<file path="config.mk">
export PLATFORM = sky130hd
export DESIGN_NAME = imem_loader_flat
export DESIGN_NICKNAME = d
export VERILOG_FILES = /design/src/rtl/imem_loader_pkg.sv /design/src/rtl/imem_loader_if.sv /design/src/rtl/imem_word_assembler.sv /design/src/rtl/imem_loader.sv /design/src/flat_wrapper.sv
export SDC_FILE = /design/constraint.sdc
export NUM_CORES = 1
export LEC_CHECK = 0
export BUFFER_PORTS_ARGS = -buffer_cell sky130_fd_sc_hd__buf_2
export CORE_MARGIN = 5
export CORE_UTILIZATION = 55
export DETAILED_ROUTE_END_ITERATION = 10
export PLACE_DENSITY = 0.8
export SYNTH_ARGS = -nofsm -noshare
export SYNTH_HDL_FRONTEND = slang
export SYNTH_HIERARCHICAL = 1
export SYNTH_SLANG_ARGS = --single-unit
</file>
<file path="constraint.sdc">
create_clock -name clk -period 2.8 [get_ports clk]
set_input_delay 0 -clock clk [delete_from_list [all_inputs] [get_ports clk]]
set_output_delay 0 -clock clk [all_outputs]
set_load 0.05 [all_outputs]
</file>
<file path="src/rtl/imem_loader_pkg.sv">
// imem_loader_pkg: shared types and constants for the instruction-memory loader.
// Optional checksum support is selected with the IMEM_LOADER_CHECKSUM_EN macro
// in imem_loader.sv; the state enum always carries the CSUM encoding.
package imem_loader_pkg;

    // Frame layout constants
    localparam int HDR_BYTES       = 2;
    localparam int BYTES_PER_WORD  = 4;
    localparam int WORD_W          = 32;
    localparam int BYTE_IDX_W      = $clog2(BYTES_PER_WORD);

    // Default instruction-memory word-address width (1024-word CPU memory)
    localparam int IMEM_ADDR_WIDTH = 10;

    // Loader FSM states
    typedef enum logic [2:0] {
        ST_HDR_HI = 3'd0,
        ST_HDR_LO = 3'd1,
        ST_DATA   = 3'd2,
        ST_WRITE  = 3'd3,
        ST_CSUM   = 3'd4,
        ST_DONE   = 3'd5,
        ST_ERR    = 3'd6
    } loader_state_e;

endpackage

</file>
<file path="src/rtl/imem_loader_if.sv">
// imem_loader_if: byte-stream input and instruction-memory write port of the loader.
//
// Handshake: a byte transfers on a rising clk edge where in_valid && in_ready.
// The host holds in_data stable while in_valid is high and not yet accepted;
// in_ready depends only on loader state, never on in_valid. mem_we is a
// one-cycle strobe per assembled word with mem_addr/mem_wdata valid alongside.
interface imem_loader_if #(
    parameter int ADDR_WIDTH = 10
);
    logic [7:0]            in_data;
    logic                  in_valid;
    logic                  in_ready;
    logic                  mem_we;
    logic [ADDR_WIDTH-1:0] mem_addr;
    logic [31:0]           mem_wdata;

    // Host link / memory observer side
    modport master (
        output in_data,
        output in_valid,
        input  in_ready,
        input  mem_we,
        input  mem_addr,
        input  mem_wdata
    );

    // Loader side
    modport slave (
        input  in_data,
        input  in_valid,
        output in_ready,
        output mem_we,
        output mem_addr,
        output mem_wdata
    );
endinterface

</file>
<file path="src/rtl/imem_word_assembler.sv">
// imem_word_assembler: 8->32 bit big-endian shift register with byte counter.
// word_valid_o pulses combinationally alongside the 4th accepted byte, so the
// completed word appears on word_o from the following cycle.
module imem_word_assembler
    import imem_loader_pkg::*;
(
    input  logic              clk,
    input  logic              reset,
    input  logic              clear_i,
    input  logic              byte_valid_i,
    input  logic [7:0]        byte_i,
    output logic [WORD_W-1:0] word_o,
    output logic              word_valid_o
);
    localparam logic [BYTE_IDX_W-1:0] LAST_IDX = BYTE_IDX_W'(BYTES_PER_WORD - 1);

    logic [WORD_W-1:0]     word_q, word_d;
    logic [BYTE_IDX_W-1:0] idx_q, idx_d;

    // Shift each byte in from the LSB side so the first byte ends up as the MSB
    always_comb begin
        word_d = word_q;
        idx_d  = idx_q;
        if (clear_i) begin
            word_d = '0;
            idx_d  = '0;
        end else if (byte_valid_i) begin
            word_d = {word_q[WORD_W-9:0], byte_i};
            idx_d  = (idx_q == LAST_IDX) ? '0 : idx_q + 1'b1;
        end
    end

    // Shift register and byte index state
    always_ff @(posedge clk or negedge reset) begin
        if (!reset) begin
            word_q <= '0;
            idx_q  <= '0;
        end else begin
            word_q <= word_d;
            idx_q  <= idx_d;
        end
    end

    assign word_o       = word_q;
    assign word_valid_o = byte_valid_i && !clear_i && (idx_q == LAST_IDX);

endmodule

</file>
<file path="src/rtl/imem_loader.sv">
// imem_loader: framed byte-stream loader that fills instruction memory from
// word 0 and holds the CPU in reset until a whole frame has been written.
// Frame: N[15:8], N[7:0], N x 4 data bytes (MSB first), optional checksum.
// Define IMEM_LOADER_CHECKSUM_EN to require a trailing XOR checksum byte.
module imem_loader
    import imem_loader_pkg::*;
#(
    parameter int ADDR_WIDTH = IMEM_ADDR_WIDTH,
    parameter int DATA_WIDTH = WORD_W
) (
    input  logic                clk,
    input  logic                reset,
    input  logic                start,
    imem_loader_if.slave        bus,
    output logic                cpu_reset,
    output logic                done,
    output logic                error,
    output logic [ADDR_WIDTH:0] words_loaded,
    output loader_state_e       dbg_state_o
);
    // 17 bits holds both the 16-bit header count and 2**ADDR_WIDTH
    localparam int               CNT_W     = 17;
    localparam logic [CNT_W-1:0] MAX_WORDS = CNT_W'(1) << ADDR_WIDTH;

`ifdef IMEM_LOADER_CHECKSUM_EN
    localparam loader_state_e FRAME_END_ST = ST_CSUM;
`else
    localparam loader_state_e FRAME_END_ST = ST_DONE;
`endif

    if (DATA_WIDTH != WORD_W) begin : g_bad_data_width
        $error("imem_loader: DATA_WIDTH must be 32");
    end
    if (ADDR_WIDTH < 1 || ADDR_WIDTH > 16) begin : g_bad_addr_width
        $error("imem_loader: ADDR_WIDTH must be in 1..16");
    end

    loader_state_e         state_q, state_d;
    logic [15:0]           n_q, n_d;
    logic [ADDR_WIDTH-1:0] addr_q, addr_d;
    logic [ADDR_WIDTH:0]   words_q, words_d;

    logic              ready;
    logic              accept;
    logic              restart;
    logic [15:0]       hdr_n;
    logic              asm_byte_valid;
    logic              word_valid;
    logic [WORD_W-1:0] word;
    logic              last_word;

    assign ready = (state_q == ST_HDR_HI) || (state_q == ST_HDR_LO) ||
                   (state_q == ST_DATA)   || (state_q == ST_CSUM);
    assign accept         = bus.in_valid && ready;
    // start only acts from a terminal state; in_ready is low there, so a byte
    // presented in the same cycle is never consumed
    assign restart        = start && ((state_q == ST_DONE) || (state_q == ST_ERR));
    assign hdr_n          = {n_q[15:8], bus.in_data};
    assign asm_byte_valid = accept && (state_q == ST_DATA);
    assign last_word      = (CNT_W'(words_q) + CNT_W'(1)) == {1'b0, n_q};

    imem_word_assembler u_asm (
        .clk          (clk),
        .reset        (reset),
        .clear_i      (restart),
        .byte_valid_i (asm_byte_valid),
        .byte_i       (bus.in_data),
        .word_o       (word),
        .word_valid_o (word_valid)
    );

`ifdef IMEM_LOADER_CHECKSUM_EN
    logic [7:0] csum_q, csum_d;

    // Running XOR over header and data bytes; the checksum byte itself is excluded
    always_comb begin
        csum_d = csum_q;
        if (restart) begin
            csum_d = '0;
        end else if (accept && (state_q != ST_CSUM)) begin
            csum_d = csum_q ^ bus.in_data;
        end
    end

    // Checksum accumulator register
    always_ff @(posedge clk or negedge reset) begin
        if (!reset) begin
            csum_q <= '0;
        end else begin
            csum_q <= csum_d;
        end
    end
`endif

    // Next-state logic for frame parsing, address and word counters
    always_comb begin
        state_d = state_q;
        n_d     = n_q;
        addr_d  = addr_q;
        words_d = words_q;
        case (state_q)
            ST_HDR_HI: begin
                if (accept) begin
                    n_d[15:8] = bus.in_data;
                    state_d   = ST_HDR_LO;
                end
            end
            ST_HDR_LO: begin
                if (accept) begin
                    n_d[7:0] = bus.in_data;
                    if ({1'b0, hdr_n} > MAX_WORDS) begin
                        state_d = ST_ERR;
                    end else if (hdr_n == 16'd0) begin
                        state_d = FRAME_END_ST;
                    end else begin
                        state_d = ST_DATA;
                    end
                end
            end
            ST_DATA: begin
                if (word_valid) begin
                    state_d = ST_WRITE;
                end
            end
            ST_WRITE: begin
                addr_d  = addr_q + 1'b1;
                words_d = words_q + 1'b1;
                state_d = last_word ? FRAME_END_ST : ST_DATA;
            end
`ifdef IMEM_LOADER_CHECKSUM_EN
            ST_CSUM: begin
                if (accept) begin
                    state_d = (bus.in_data == csum_q) ? ST_DONE : ST_ERR;
                end
            end
`endif
            ST_DONE, ST_ERR: begin
                if (restart) begin
                    state_d = ST_HDR_HI;
                    addr_d  = '0;
                    words_d = '0;
                end
            end
            default: begin
                state_d = ST_HDR_HI;
            end
        endcase
    end

    // FSM state, header count and address/word counters
    always_ff @(posedge clk or negedge reset) begin
        if (!reset) begin
            state_q <= ST_HDR_HI;
            n_q     <= '0;
            addr_q  <= '0;
            words_q <= '0;
        end else begin
            state_q <= state_d;
            n_q     <= n_d;
            addr_q  <= addr_d;
            words_q <= words_d;
        end
    end

    assign bus.in_ready  = ready;
    assign bus.mem_we    = (state_q == ST_WRITE);
    assign bus.mem_addr  = addr_q;
    assign bus.mem_wdata = word;
    assign cpu_reset     = (state_q != ST_DONE);
    assign done          = (state_q == ST_DONE);
    assign error         = (state_q == ST_ERR);
    assign words_loaded  = words_q;
    assign dbg_state_o   = state_q;

endmodule

</file>
<file path="src/flat_wrapper.sv">
// flat-port wrapper written by rule: the top's interface ports become plain ports
module imem_loader_flat import imem_loader_pkg::*;
#(
    parameter int ADDR_WIDTH = IMEM_ADDR_WIDTH,
    parameter int DATA_WIDTH = WORD_W
)
  (clk, reset, start, cpu_reset, done, error, words_loaded, dbg_state_o, bus_in_data, bus_in_valid, bus_in_ready, bus_mem_we, bus_mem_addr, bus_mem_wdata);
  imem_loader_if #(.ADDR_WIDTH(ADDR_WIDTH)) bus_i ();
  input  logic clk;
  input  logic reset;
  input  logic start;
  output logic cpu_reset;
  output logic done;
  output logic error;
  output logic [ADDR_WIDTH:0] words_loaded;
  output loader_state_e dbg_state_o;
  input wire logic [$bits(bus_i.in_data)-1:0] bus_in_data;
  input wire logic [$bits(bus_i.in_valid)-1:0] bus_in_valid;
  output wire logic [$bits(bus_i.in_ready)-1:0] bus_in_ready;
  output wire logic [$bits(bus_i.mem_we)-1:0] bus_mem_we;
  output wire logic [$bits(bus_i.mem_addr)-1:0] bus_mem_addr;
  output wire logic [$bits(bus_i.mem_wdata)-1:0] bus_mem_wdata;
  assign bus_i.in_data = bus_in_data;
  assign bus_i.in_valid = bus_in_valid;
  assign bus_in_ready = bus_i.in_ready;
  assign bus_mem_we = bus_i.mem_we;
  assign bus_mem_addr = bus_i.mem_addr;
  assign bus_mem_wdata = bus_i.mem_wdata;
  imem_loader #(.ADDR_WIDTH(ADDR_WIDTH), .DATA_WIDTH(DATA_WIDTH)) u_core (.clk(clk), .reset(reset), .start(start), .bus(bus_i), .cpu_reset(cpu_reset), .done(done), .error(error), .words_loaded(words_loaded), .dbg_state_o(dbg_state_o));
endmodule
</file>
==> flow_metrics.env <==
export IMPL_cts_root_buf="clkbuf_8"
export IMPL_detailroute_via_count=2801
export IMPL_cts_hold_repair_buffers=10
export IMPL_slew_limit_headroom=0.389
export IMPL_cts_inserted_buffers=9
export IMPL_fin_util=0.676
export IMPL_dr_max_layer_used="met4"
export IMPL_synth_edff_count=0
export IMPL_cts_repair_resize_count=0
export IMPL_post_drt_wl_per_cell_um=16.3
export IMPL_worstPathMaxFanout=7
export IMPL_die_area_um2=8460
export IMPL_yosys_area_share_xor_xnor=0.0620
export IMPL_clock_path_buffers=2
export IMPL_synth_avg_cell_area_um2=10.8
export IMPL_yosysTopAreaCell="dfrtp_1"
export IMPL_combined_global_route_utilization_of_all_metal_layers=0.204
export IMPL_drt_iter0_markers=153
export IMPL_rsz0062_at_grt="no"
export IMPL_timing_critical_path_to_type="flip-flop"
export IMPL_status="completed"
export IMPL_finalNetCount=436
export IMPL_remaining_drc_errors=0
export IMPL_synth_nets=357
export IMPL_global_route_overflow_total=0
export IMPL_wl_met1_um=3600
export IMPL_cts_sinks=74
export IMPL_fraction_of_the_mapped_netlist_area_in_compound_gates=0.0782
export IMPL_arrival_ns=2.69
export IMPL_worst_setup_path_type="flip-flop to flip-flop"
export IMPL_routed_wl_met3_um=450
export IMPL_post_synth_top_count_cell="dfrtp_1"
export IMPL_hpwl_um=5630
export IMPL_netlist_instances=342
export IMPL_wl_um=8210
export IMPL_postSynth_asyncResetShare=1.00
export IMPL_floorplan_initialDensity=0.572
export IMPL_grt_first_pass_wirelength_um=13800
export IMPL_antenna_found_initial=0
export IMPL_metal2_wl_um=4070
export IMPL_leakagePower_uw=0.00208
export IMPL_antenna_left=0
export IMPL_ir_worst_vdd_mv=0.799
export IMPL_report_final_setup_viol=0
export IMPL_synth_adder_area_share=0.0102
export IMPL_final_setup_skew_ns=0.00780
export IMPL_yosysTopAreaCellShare=0.501
export IMPL_synth_area_um2=3690
export IMPL_die_width_um=92.0
export IMPL_place_gp_congestion=0.818
export IMPL_port_buffers=72
export IMPL_htreeDepth=3
export IMPL_tritoncts="yes"
export IMPL_synth_yosys_seq_area_share=0.501
export IMPL_synth_cells_most_frequent="74 x dfrtp_1, 51 x nor2_1, 37 x mux2i_1"
export IMPL_number_of_different_library_cells_in_the_post_synthesis_netlist=53
export IMPL_post_route_period_util=0.873
export IMPL_floorplan_rows=29
export IMPL_floorplan_io_pins=73
export IMPL_ys_top_cells_by_area="dfrtp_1 50%, mux2i_1 10%, nor2_1 5.2%"
export IMPL_finalPower_uw=5670
export IMPL_postCtsSetupRepairBufs=0
export IMPL_worst_endpoint_required_ns=3.04
export IMPL_hold_viol_final=0
export IMPL_primary_flip_flop_cell_chosen_by_synthesis_mapping="dfrtp_1"
export IMPL_timing_fmax_ghz=0.409
export IMPL_post_route_cells_drive_above_1_share=0.279
export IMPL_finalSetupTns_ns=0
export IMPL_hp_class="primary input to flip-flop"
export IMPL_floorplan_core_area_um2=6460
export IMPL_vias_per_cell=5.57
export IMPL_worst_slew_pin_slew_ns=0.916
export IMPL_drtPass1Iterations=5
export IMPL_post_synth_mux_area_share=0.149
export IMPL_synthToLayoutAreaGrowth_pct=18.2
export IMPL_worst_setup_path_start_kind="flip-flop"
export IMPL_antenna_cells=0
export IMPL_latest_clock_arrival_within_the_worst_skew_pair_ns=0.34
export IMPL_timing_max_cap_violations=0
export IMPL_finalMaxSlewViolations=0
export IMPL_combinational_family_with_the_most_area_after_synthesis="simple AND/OR/NAND/NOR gates"
export IMPL_clk_pin_slew_ns=0.08
export IMPL_total_power_per_unit_cell_area_nw_per_um2=1300
export IMPL_synth_seq_cells=74
export IMPL_ys_warn_count=6
export IMPL_timing_final_crit_period_ns=2.44
export IMPL_largest_net_degree_at_the_start_of_global_routing=75
export IMPL_yosys_area_share_simple=0.156
export IMPL_first_global_vias=2743
export IMPL_die_y_um=92.0
-- power breakdown --
part	total [uW]	internal [uW]	switching, uW
clock network	815	410	406
logic	2910	913	2000
registers	1940	1510	435
total	5670	2830	2840
-- cell type report --
| class | count | area (um^2) |
|---|---|---|
| clock buffers | 9 | 124 |
| clock inverters | 7 | 68.8 |
| fillers | 521 | 2090 |
| inverters | 4 | 15.0 |
| multi-input cells | 243 | 1700 |
| flip-flops and latches | 74 | 1850 |
| well taps | 77 | 96.3 |
| repair buffers | 89 | 513 |
-- cells in the final DEF, fill, tap and decap left out, drive strengths merged, types with 2 or more instances in the layout --
cell,n
xor2,13
nand2,23
a31oi,2
o22ai,5
nand3,9
mux2i,37
ha,3
clkbuf,9
o21ai,18
or3b,2
dlygate4sd3,10
and3,4
nor2b,2
mux2,16
nand2b,4
o41ai,2
o211ai,2
a21oi,7
xnor2,7
clkinvlp,2
nor3,3
nor4,3
o311ai,2
buf,79
dfrtp,74
or3,2
nor2,52
or4,3
inv,5
clkinv,3
nand4,2
and2,3
nor3b,3
-- worst paths after layout --
kind | depth (start not counted) | start | end | slack [ns]
setup / recovery | 7 | u_core/words_loaded[0]$_DFFE_PN0P_ | u_core/dbg_state_o[0]$_DFFE_PN0P_ | 0.36
hold / removal | 4 | bus_in_valid | u_core/dbg_state_o[1]$_DFFE_PN0P_ | 0.12
setup reg to reg | 7 | u_core/words_loaded[0]$_DFFE_PN0P_ | u_core/dbg_state_o[0]$_DFFE_PN0P_ | 0.36
hold reg to reg | 1 | u_core/n_q[15]$_DFFE_PN0P_ | u_core/n_q[15]$_DFFE_PN0P_ | 0.51
max in group asynchronous | 3 | reset | u_core/words_loaded[9]$_DFFE_PN0P_ | 1.80
min in group asynchronous | 3 | reset | u_core/bus.mem_addr[6]$_DFFE_PN0P_ | 0.40
-- sequential cells by signal, summed over array words and instances, names as in the netlist --
register / flops
u_core/u_asm/word_o: 32
u_core/bus.mem_addr: 10
u_core/n_q: 16
u_core/words_loaded: 11
u_core/dbg_state_o: 3
u_core/u_asm/idx_q: 2
-- through the flow --
step                std cells  worst slack, ns  cell area (um^2)  hold slack, ns
floorplan                 342            0.278              3690          -0.296
global placement          477            0.509              4080           0.274
detailed placement        477            0.388              4080           0.268
CTS                       503            0.358              4370           0.113
global route              503            0.132              4370           0.115
finish                    503            0.355              4370           0.121
-- critical path, cell delays in order, from the launching register on --
cell,delay [ns]
dfrtp_1,0.46
ha_1,0.30
and2_1,0.23
nand4_1,0.23
mux2i_1,0.20
a2111oi_2,0.42
or3b_1,0.42
o311ai_1,0.09
-- cell families (layout without fill, tap and decap cells) --
group	count (synthesis)	in the layout
AND/OR/NAND/NOR	120	120
flip-flops	74	74
multiplexers	53	53
AO/OA/AOI/OAI	45	45
buffers and inverters	25	109
XOR/XNOR	22	22
adder cells (fa/ha/maj)	3	3
-- per-layer routing --
metal,vias up,GRT usage
met1,1355,0.273
li1,1355,-
met5,-,0
met2,83,0.327
met3,8,0.0516
met4,0,0.0656
No activity file was read; power rests on OpenSTA's default activity.
